`src/rtl/lif_neuron_multichan_system.sv`:
```
// lif_neuron_multichan_system
// ---------------------------------------------------------------------------
// Multi-channel leaky integrate-and-fire neuron. Each unsigned input channel is
// scaled by its own signed weight. The weighted sum goes into a V_W-bit
// membrane. The leak is dual: leak_fast applies when v >= threshold/2, and
// leak_slow applies otherwise. The neuron also has a programmable refractory
// period. All parameters arrive as one serial frame, MSB-first. The frame is
// collected in a shadow register and copied to the active set only when the
// whole frame has been captured.
//
// Frame layout, starting from the first bit shifted in:
//   weight[0] .. weight[N_CHAN-1], threshold, leak_fast, leak_slow, refrac
//
// Optional build macro:
//   LIF_SPIKE_COUNT_EN  adds a saturating 8-bit spike counter on spike_count.
//                       When the macro is not defined, spike_count is tied to 0.
//
// Ports:
//   clk           system clock
//   reset         synchronous, active-high reset
//   enable        global enable; when 0, all state holds and spike_out is 0
//   input_enable  1 = channel inputs contribute; 0 = leak-only update
//   chan_in       channel i at bits [i*IN_W +: IN_W], unsigned
//   load_mode     1 = capture serial configuration bits
//   serial_data   serial configuration bit
//   spike_out     one-cycle spike pulse
//   v_mem_out     registered membrane potential
//   params_ready  a complete frame has been committed to the active set
//   spike_count   saturating spike count (optional)
// ---------------------------------------------------------------------------
module lif_neuron_multichan_system #(
  parameter int N_CHAN   = 2,
  parameter int IN_W     = 6,
  parameter int W_W      = 4,
  parameter int V_W      = 8,
  parameter int LEAK_W   = 4,
  parameter int REFRAC_W = 3
) (
  input  logic                     clk,
  input  logic                     reset,
  input  logic                     enable,
  input  logic                     input_enable,
  input  logic [N_CHAN*IN_W-1:0]   chan_in,
  input  logic                     load_mode,
  input  logic                     serial_data,
  output logic                     spike_out,
  output logic [V_W-1:0]           v_mem_out,
  output logic                     params_ready,
  output logic [7:0]               spike_count
);

  localparam int FRAME_LEN = N_CHAN*W_W + V_W + 2*LEAK_W + REFRAC_W;
  localparam int CNT_W     = $clog2(FRAME_LEN + 1);
  localparam int FULL_W    = IN_W + W_W + $clog2(N_CHAN) + 2;

  // The last field shifted in ends up in the LSBs.
  localparam int OFF_RF  = 0;
  localparam int OFF_LS  = REFRAC_W;
  localparam int OFF_LF  = REFRAC_W + LEAK_W;
  localparam int OFF_THR = REFRAC_W + 2*LEAK_W;
  localparam int OFF_W   = OFF_THR + V_W;

  localparam logic [CNT_W-1:0] FRAME_LEN_C = CNT_W'(FRAME_LEN);
  localparam logic [CNT_W-1:0] LAST_BIT_C  = CNT_W'(FRAME_LEN - 1);

  localparam logic [1:0] ST_IDLE    = 2'd0;
  localparam logic [1:0] ST_LOAD    = 2'd1;
  localparam logic [1:0] ST_INTEG   = 2'd2;
  localparam logic [1:0] ST_REFRACT = 2'd3;

  logic [1:0]           state_q, state_d;
  logic [V_W-1:0]       v_q, v_d;
  logic                 spike_q, spike_d;
  logic                 ready_q, ready_d;
  logic [FRAME_LEN-1:0] shadow_q, shadow_d;
  logic [FRAME_LEN-1:0] active_q, active_d;
  logic [CNT_W-1:0]     bit_cnt_q, bit_cnt_d;
  logic [REFRAC_W-1:0]  rcnt_q, rcnt_d;
  logic                 load_q, load_d;

  logic                 load_rise;
  logic [CNT_W-1:0]     cnt_eff;
  logic [V_W-1:0]       thr;
  logic [LEAK_W-1:0]    leak_fast, leak_slow, leak_sel;
  logic [REFRAC_W-1:0]  refrac;
  logic signed [FULL_W-1:0] prod [N_CHAN];
  logic signed [FULL_W-1:0] sum_all, v_ext, leak_ext, next_full;
  logic [V_W-1:0]       v_clamp;

  assign load_rise = load_mode & ~load_q;
  assign thr       = active_q[OFF_THR +: V_W];
  assign leak_fast = active_q[OFF_LF +: LEAK_W];
  assign leak_slow = active_q[OFF_LS +: LEAK_W];
  assign refrac    = active_q[OFF_RF +: REFRAC_W];

  // Per-channel product. The channel is zero-extended and the weight is
  // sign-extended, so the multiply is done as signed.
  generate
    for (genvar gi = 0; gi < N_CHAN; gi++) begin : g_chan
      logic [W_W-1:0] w;
      logic signed [FULL_W-1:0] chan_ext, w_ext;
      assign w        = active_q[OFF_W + (N_CHAN-1-gi)*W_W +: W_W];
      assign chan_ext = $signed({{(FULL_W-IN_W){1'b0}}, chan_in[gi*IN_W +: IN_W]});
      assign w_ext    = $signed({{(FULL_W-W_W){w[W_W-1]}}, w});
      assign prod[gi] = chan_ext * w_ext;
    end
  endgenerate

  always_comb begin
    sum_all = '0;
    for (int i = 0; i < N_CHAN; i++) sum_all = sum_all + prod[i];
  end

  // The leak is selected from the membrane value before this update.
  assign leak_sel  = (v_q >= (thr >> 1)) ? leak_fast : leak_slow;
  assign v_ext     = $signed({{(FULL_W-V_W){1'b0}}, v_q});
  assign leak_ext  = $signed({{(FULL_W-LEAK_W){1'b0}}, leak_sel});
  assign next_full = v_ext + (input_enable ? sum_all : '0) - leak_ext;

  always_comb begin
    if (next_full[FULL_W-1])              v_clamp = '0;
    else if (|next_full[FULL_W-2:V_W])    v_clamp = '1;
    else                                  v_clamp = next_full[V_W-1:0];
  end

  always_comb begin
    state_d   = state_q;
    v_d       = v_q;
    spike_d   = 1'b0;
    ready_d   = ready_q;
    shadow_d  = shadow_q;
    active_d  = active_q;
    bit_cnt_d = bit_cnt_q;
    rcnt_d    = rcnt_q;
    load_d    = load_q;
    cnt_eff   = bit_cnt_q;

    if (enable) begin
      load_d = load_mode;
      if (load_rise) ready_d = 1'b0;

      // A rising edge of load_mode restarts the frame. The bit seen on that
      // same cycle is the first bit of the new frame.
      if (load_mode) begin
        cnt_eff = load_rise ? '0 : bit_cnt_q;
        bit_cnt_d = cnt_eff;
        if (cnt_eff < FRAME_LEN_C) begin
          shadow_d  = {shadow_q[FRAME_LEN-2:0], serial_data};
          bit_cnt_d = cnt_eff + CNT_W'(1);
          if (cnt_eff == LAST_BIT_C) begin
            active_d = shadow_d;
            ready_d  = 1'b1;
          end
        end
      end

      if (load_rise) begin
        state_d = ST_LOAD;
      end else begin
        case (state_q)
          ST_IDLE: if (ready_q && !load_mode) state_d = ST_INTEG;
          ST_LOAD: if (!load_mode) state_d = ready_q ? ST_INTEG : ST_IDLE;
          ST_INTEG: begin
            if (v_clamp >= thr) begin
              spike_d = 1'b1;
              v_d     = '0;
              if (refrac != '0) begin
                state_d = ST_REFRACT;
                rcnt_d  = refrac;
              end
            end else begin
              v_d = v_clamp;
            end
          end
          default: begin
            v_d = '0;
            if (rcnt_q <= REFRAC_W'(1)) state_d = ST_INTEG;
            else                        rcnt_d  = rcnt_q - REFRAC_W'(1);
          end
        endcase
      end
    end
  end

  always_ff @(posedge clk) begin
    if (reset) begin
      state_q   <= ST_IDLE;
      v_q       <= '0;
      spike_q   <= 1'b0;
      ready_q   <= 1'b0;
      shadow_q  <= '0;
      active_q  <= '0;
      bit_cnt_q <= '0;
      rcnt_q    <= '0;
      load_q    <= 1'b0;
    end else begin
      state_q   <= state_d;
      v_q       <= v_d;
      spike_q   <= spike_d;
      ready_q   <= ready_d;
      shadow_q  <= shadow_d;
      active_q  <= active_d;
      bit_cnt_q <= bit_cnt_d;
      rcnt_q    <= rcnt_d;
      load_q    <= load_d;
    end
  end

  assign spike_out    = spike_q;
  assign v_mem_out    = v_q;
  assign params_ready = ready_q;

`ifdef LIF_SPIKE_COUNT_EN
  logic [7:0] scnt_q, scnt_d;

  always_comb begin
    scnt_d = scnt_q;
    if (enable) begin
      if (load_rise)                     scnt_d = '0;
      else if (spike_d && scnt_q != 8'hFF) scnt_d = scnt_q + 8'd1;
    end
  end

  always_ff @(posedge clk) begin
    if (reset) scnt_q <= '0;
    else       scnt_q <= scnt_d;
  end

  assign spike_count = scnt_q;
`else
  assign spike_count = '0;
`endif

endmodule

```
`config.mk`:
```
export PLATFORM = sky130hd
export DESIGN_NAME = lif_neuron_multichan_system
export DESIGN_NICKNAME = d
export VERILOG_FILES = /design/src/rtl/lif_neuron_multichan_system.sv
export SDC_FILE = /design/constraint.sdc
export NUM_CORES = 1
export LEC_CHECK = 0
export CORE_ASPECT_RATIO = 2
export CORE_UTILIZATION = 54
export DETAILED_ROUTE_END_ITERATION = 8
export PLACE_DENSITY = 0.73
export SLEW_MARGIN = 10
export SYNTH_ARGS = -nofsm -noshare
export SYNTH_HDL_FRONTEND = slang
export SYNTH_SLANG_ARGS = --single-unit
```
`constraint.sdc`:
```
create_clock -name clk -period 19.4 [get_ports clk]
set_clock_uncertainty 0.1 [all_clocks]
set_input_delay 3.88 -clock clk [delete_from_list [all_inputs] [get_ports clk]]
set_output_delay 3.88 -clock clk [all_outputs]
set_load 0.02 [all_outputs]
```
### Word level (Yosys, flattened, before mapping)

Cells that the tools add are included.

* register bits: 74
* input port bits: 18
* ROM bits: 0
* RAM bits: 0
* output and inout bits: 18
* word-level logic and storage cells: 75
* memories: 0
* latch bits: 0

* multipliers: 2
* divide/modulo/power cells: 0
* reductions and logical operators: 14
* add/sub/neg operators: 5
* multiplexer cells: 25
* $lt $le $gt $ge: 4
* shift-type cells: 0
* bitwise gates (word level): 6
* equal/unequal tests: 10

Operators with widths (number)
* 8-bit two-way mux: 3
* 7-bit by 4-bit multiplier with 11-bit output: 2
* 8-bit case mux with 2 select lines: 1
* 2-bit two-way mux: 7
* 8-bit by 13-bit adder with 13-bit output: 1
* 13-bit two-way mux: 1
* 13-bit by 4-bit subtractor with 13-bit output: 1
* 11-bit by 11-bit adder with 12-bit output: 1
* 3-bit inequality test, second input constant: 4
* 6-bit AND reduction: 2
* 5-bit two-way mux: 2
* 3-bit two-way mux: 3
* 8-bit by 7-bit greater-or-equal comparator with 1-bit output: 1
* 8-bit greater-or-equal comparator: 1
* 4-bit OR reduction: 2
* 2-bit case mux with 3 select lines: 1
* 3-bit case mux with 2 select lines: 1
* 3-bit AND reduction: 2
* 5-bit by 1-bit adder with 5-bit output, second input constant: 1
* 5-bit == test, second input constant: 1
* 5-bit < comparator, second input constant: 1
* 1-bit two-way mux: 5
* 1-bit NOT: 5
* 5-bit nonzero test: 1
* other kinds (15): 16

### Longest topological paths before layout

* depth in word-level cells: 12
* mapped depth: 33
* mapped depth without buffers: 32

### Least setup slack after synthesis

No wires, ideal clock.

* kind: in2reg
* start: input port chan_in[6]
* end: register rcnt_q[1]
* arrival: 10.955 ns
* data required time: 19.179 ns
* setup slack: 8.224 ns
* library setup time: 0.121 ns
* cell stages on the path: 29
* buffers on the path: 1
* cells stage by stage: nand2b_1 -> fa_1 -> fa_1 -> inv_1 -> fa_1 -> inv_1 -> fa_1 -> inv_1 -> ha_1 -> nand3_1 -> a21oi_1 -> or4_1 -> ha_1 -> inv_1 -> ha_1 -> nand3_1 -> a21oi_2 -> o311a_1 -> or3_4 -> a2111oi_4 -> buf_6 -> a31oi_1 -> ha_1 -> a211o_1 -> o211ai_1 -> o211ai_1 -> and4_1 -> a21oi_1 -> mux2_2

* cells in the longest elaborated chain, start to end: 11

Ends and longest elaborated chain
* start, declared: RTL line 43 `input logic [N_CHAN*IN_W-1:0] chan_in,`
* 7-bit by 4-bit multiplier with 11-bit output (*): RTL line 105 `assign prod[gi] = chan_ext * w_ext;`
* 11-bit by 11-bit adder with 12-bit output (*): RTL line 111 `for (int i = 0; i < N_CHAN; i++) sum_all = sum_all + prod[i];`
* 13-bit two-way mux (*): RTL line 118 `assign next_full = v_ext + (input_enable ? sum_all : '0) - leak_ext;`
* 8-bit by 13-bit adder with 13-bit output (*): RTL line 118
* 13-bit by 4-bit subtractor with 13-bit output (*): RTL line 118
* 4-bit OR reduction: RTL line 122 `else if (|next_full[FULL_W-2:V_W]) v_clamp = '1;`
* 8-bit two-way mux: RTL line 122
* 8-bit two-way mux (*): RTL line 121 `if (next_full[FULL_W-1]) v_clamp = '0;`
* 8-bit greater-or-equal comparator (*): RTL line 164 `if (v_clamp >= thr) begin`
* 2-bit inequality test (no source line) (*)
* 6-bit AND reduction (no source line) (*)
* end signal, assigned: RTL line 204 `rcnt_q <= rcnt_d;`
* end, declared: RTL line 78 `logic [REFRAC_W-1:0] rcnt_q, rcnt_d;`

Every way passes the cells marked *; elsewhere a longest branch is shown, timed or not.
A chain may end at the register's enable or synchronous reset.

### Worst setup path in the final report

Ends and elaborated chain as after synthesis.

==> flow_summary_export.csv <==
group,metric,value,unit
outcome,status,"finished, final reports clean",
grt,overflow,0,
synth,synth_flop_cell,"dfxtp_1",
setup_path,cpMaxStageDelayCell,"a2111oi_4",
sta,maxSlewViolCount,0,
grt,grt.total_usage,25.25,%
floorplan,core_area,11350,sq um
sta,fmax,0.08250,GHz
synth,synth_edf_count,0,
setup_path,critPathMaxStageDelay,0.79,ns
synth,syn_area_per_cell,7.843,sq um
layout,final_common_cell,"nand2_1",
grt,grt_max_degree,70,
setup_path,path_common_cell,"fa_1",
route,drt_iter0_markers,246,
clocking,clk_pin_slew,0.06,ns
clocking,worst_skew_pair.late_latency,0.34,ns
layout,nets,943,
route,drtAntennaViolNets,0,
pwr,p_per_area,47.68,nW/um^2
setup_path,worstPathRequired,19.53,ns
clocking,cts_buffers,9,
route,routed_wl,14570,um
route,post_drt_wl_per_cell,15.10,um
clocking,cts_tree,"built",
floorplan,start_util,55.54,%
route,firstDrtPassIters,5,
setup_path,critPathLaunchType,"input pin",
clocking,clockRootBuffer,"clkbuf_16",
clocking,h-tree-depth,3,
synth,ys_types,65,
layout,layoutNonFillerInstCount,965,
flow_run,drv_cap,0,
layout,layout-drive-gt1-share,4.739,%
layout,area_growth,9.881,%
floorplan,die_area,12140,sq um
floorplan,fp.dieH,154.8,um
clocking,clock-sinks,74,
placed_design,placedCellCount,949,
clocking,cts_hold_buf,0,
pwr,leakagePower,2.848,nW
clocking,post-cts-setup-buffers,0,
setup_path,end_kind,"register",
pwr,max-vdd-ir-drop,66.79,uV
synth,async_flop_share,0,%
synth,netlist_instances,804,
sta,setup_viol,0,
clocking,clock_path_buffers,2,
placed_design,portBuffers,27,
sta,final.min_clock_period,12.12,ns
sta,slew_headroom,23.00,%
floorplan,die_w,78.41,um
grt,grt_pass1_vias,5489,
layout,regArea,1481,sq um
setup_path,path_class,"input pin to register",
layout,fillers,1032,
synth,synth.cell_area,6306,sq um
route,vias,5520,
setup_path,arrival,12.25,ns
sta,rsz0062_at_grt,"false",
sta,worst_pin_slew,1.150,ns
sta,hold_viol,0,
grt,grt_first_pass_wirelength,24410,um
synth,yosysSeqAreaShare,23.49,%
floorplan,std_cell_rows,55,
clocking,cts-resized-gates,0,
sta,setup-tns-final,0,ns
route,via_per_inst,5.720,
setup_path,crit_fanout,16,
floorplan,pin_count,36,
placed_design,post_dp_cell_area,6641,sq um
placed_design,gp_congestion,0.9026,
layout,diodes,0,
synth,ys.warnings.count,0,
min_path,worstHoldPathType,"register to register",
placed_design,dp_hpwl,11790,um
layout,final_cell_area,6929,sq um
grt,antenna_found_initial,0,
layout,mostFrequentLayoutCells,"nand2_1, inv_1, a21oi_1, dfxtp_1, ha_1",
route,drc,0,
sta,fin_crit_sh,62.48,%
pwr,power,0.3304,mW
synth,ys_ff_latch,74,
layout,multiInputGateArea,4300,sq um
==> state kept, by name, summed over array words and instances, names as in the netlist <==
signal	count
rcnt_q	3
active_q	27
state_q	2
params_ready	1
load_q	1
bit_cnt_q	5
shadow_q	26
v_mem_out	8
spike_out	1
==> worst max-delay path, delay by kind of cell <==
kind / cells / cell delay, ns
fa+ha+maj: 7 / 3.20
compound gates: 12 / 2.97
simple gates: 4 / 0.87
mux: 2 / 0.74
buf+inv: 4 / 0.60
==> final timing paths <==
| check | from | end | slack (ns) | depth (start not counted) |
|---|---|---|---|---|
| worst max-delay path | chan_in[6] | rcnt_q[1]$_SDFFE_PP0P_ | 7.28 | 29 |
| worst min-delay path | active_q[17]$_SDFFE_PP0P_ | active_q[17]$_SDFFE_PP0P_ | 0.36 | 2 |
| worst max register to register | active_q[26]$_SDFFE_PP0P_ | rcnt_q[1]$_SDFFE_PP0P_ | 10.70 | 28 |
| worst min register to register | active_q[17]$_SDFFE_PP0P_ | active_q[17]$_SDFFE_PP0P_ | 0.36 | 2 |
==> per-stage QoR <==
step | hold slack (ns) | utilization (%) | setup slack [ns]
floorplan | 0.3322 | - | 8.224
global placement | 0.3430 | 58.49 | 7.185
detailed placement | 0.3463 | 58.49 | 6.954
CTS | 0.3556 | 61.02 | 7.304
global route | 0.3731 | 61.02 | 6.685
finish | 0.3556 | 61.02 | 7.279
==> final cells by class <==
cell class,instances,share of cell area (%)
multi-input cells,599,62.06
flip-flops and latches,74,21.38
inverters,103,5.580
repair buffers,31,4.261
clock buffers,9,3.250
well taps,142,2.564
clock inverters,7,0.9029
==> kinds of logic after synthesis <==
group,Yosys count,share of synthesized area [%]
multiplexers,4,0.6944
buffers and inverters,138,8.928
AO/OA/AOI/OAI,172,17.82
flip-flops,74,23.49
AND/OR/NAND/NOR,296,21.71
other,1,0.05947
XOR/XNOR,12,1.667
adder cells (fa/ha/maj),107,25.63
==> synth_stat cells (all sizes together), types with 4 or more instances <==
master | count | area, sq um
nand2 | 155 | 581.8
fa | 37 | 740.7
a32oi | 8 | 77.58
nand2b | 12 | 77.58
nor3 | 14 | 70.07
a211oi | 7 | 57.55
or4 | 4 | 30.03
buf | 20 | 120.1
inv | 103 | 386.6
or2 | 5 | 31.28
clkbuf | 15 | 56.30
nand3 | 13 | 65.06
o21a | 8 | 60.06
dfxtp | 74 | 1481
nor3b | 5 | 37.54
and2 | 30 | 187.7
a21oi | 86 | 434.2
or3 | 7 | 48.80
a31oi | 10 | 62.56
xnor2 | 8 | 70.07
a41oi | 4 | 50.05
ha | 70 | 875.8
nor2 | 38 | 142.6
o211ai | 9 | 67.56
o21ai | 14 | 70.07
xor2 | 4 | 35.03
nor4 | 5 | 37.53
o2111ai | 4 | 35.03
==> routing by layer <==
| metal | track usage, % | vias to the layer above | routed length, um |
|---|---|---|---|
| met4 | 12.08 | 0 | 478 |
| met1 | 25.07 | 2629 | 5348 |
| li1 | - | 2720 | - |
| met2 | 50.67 | 134 | 8412 |
| met3 | 1.888 | 37 | 333 |
| met5 | 0 | - | 0 |
==> where the power goes <==
| group | switching (mW) | total, mW | internal, mW |
|---|---|---|---|
| clock | 0.0696 | 0.159 | 0.0889 |
| sequential | 0.000761 | 0.154 | 0.153 |
| combinational | 0.0122 | 0.0183 | 0.00610 |
Note: power is estimated with default switching activity, not from simulation.
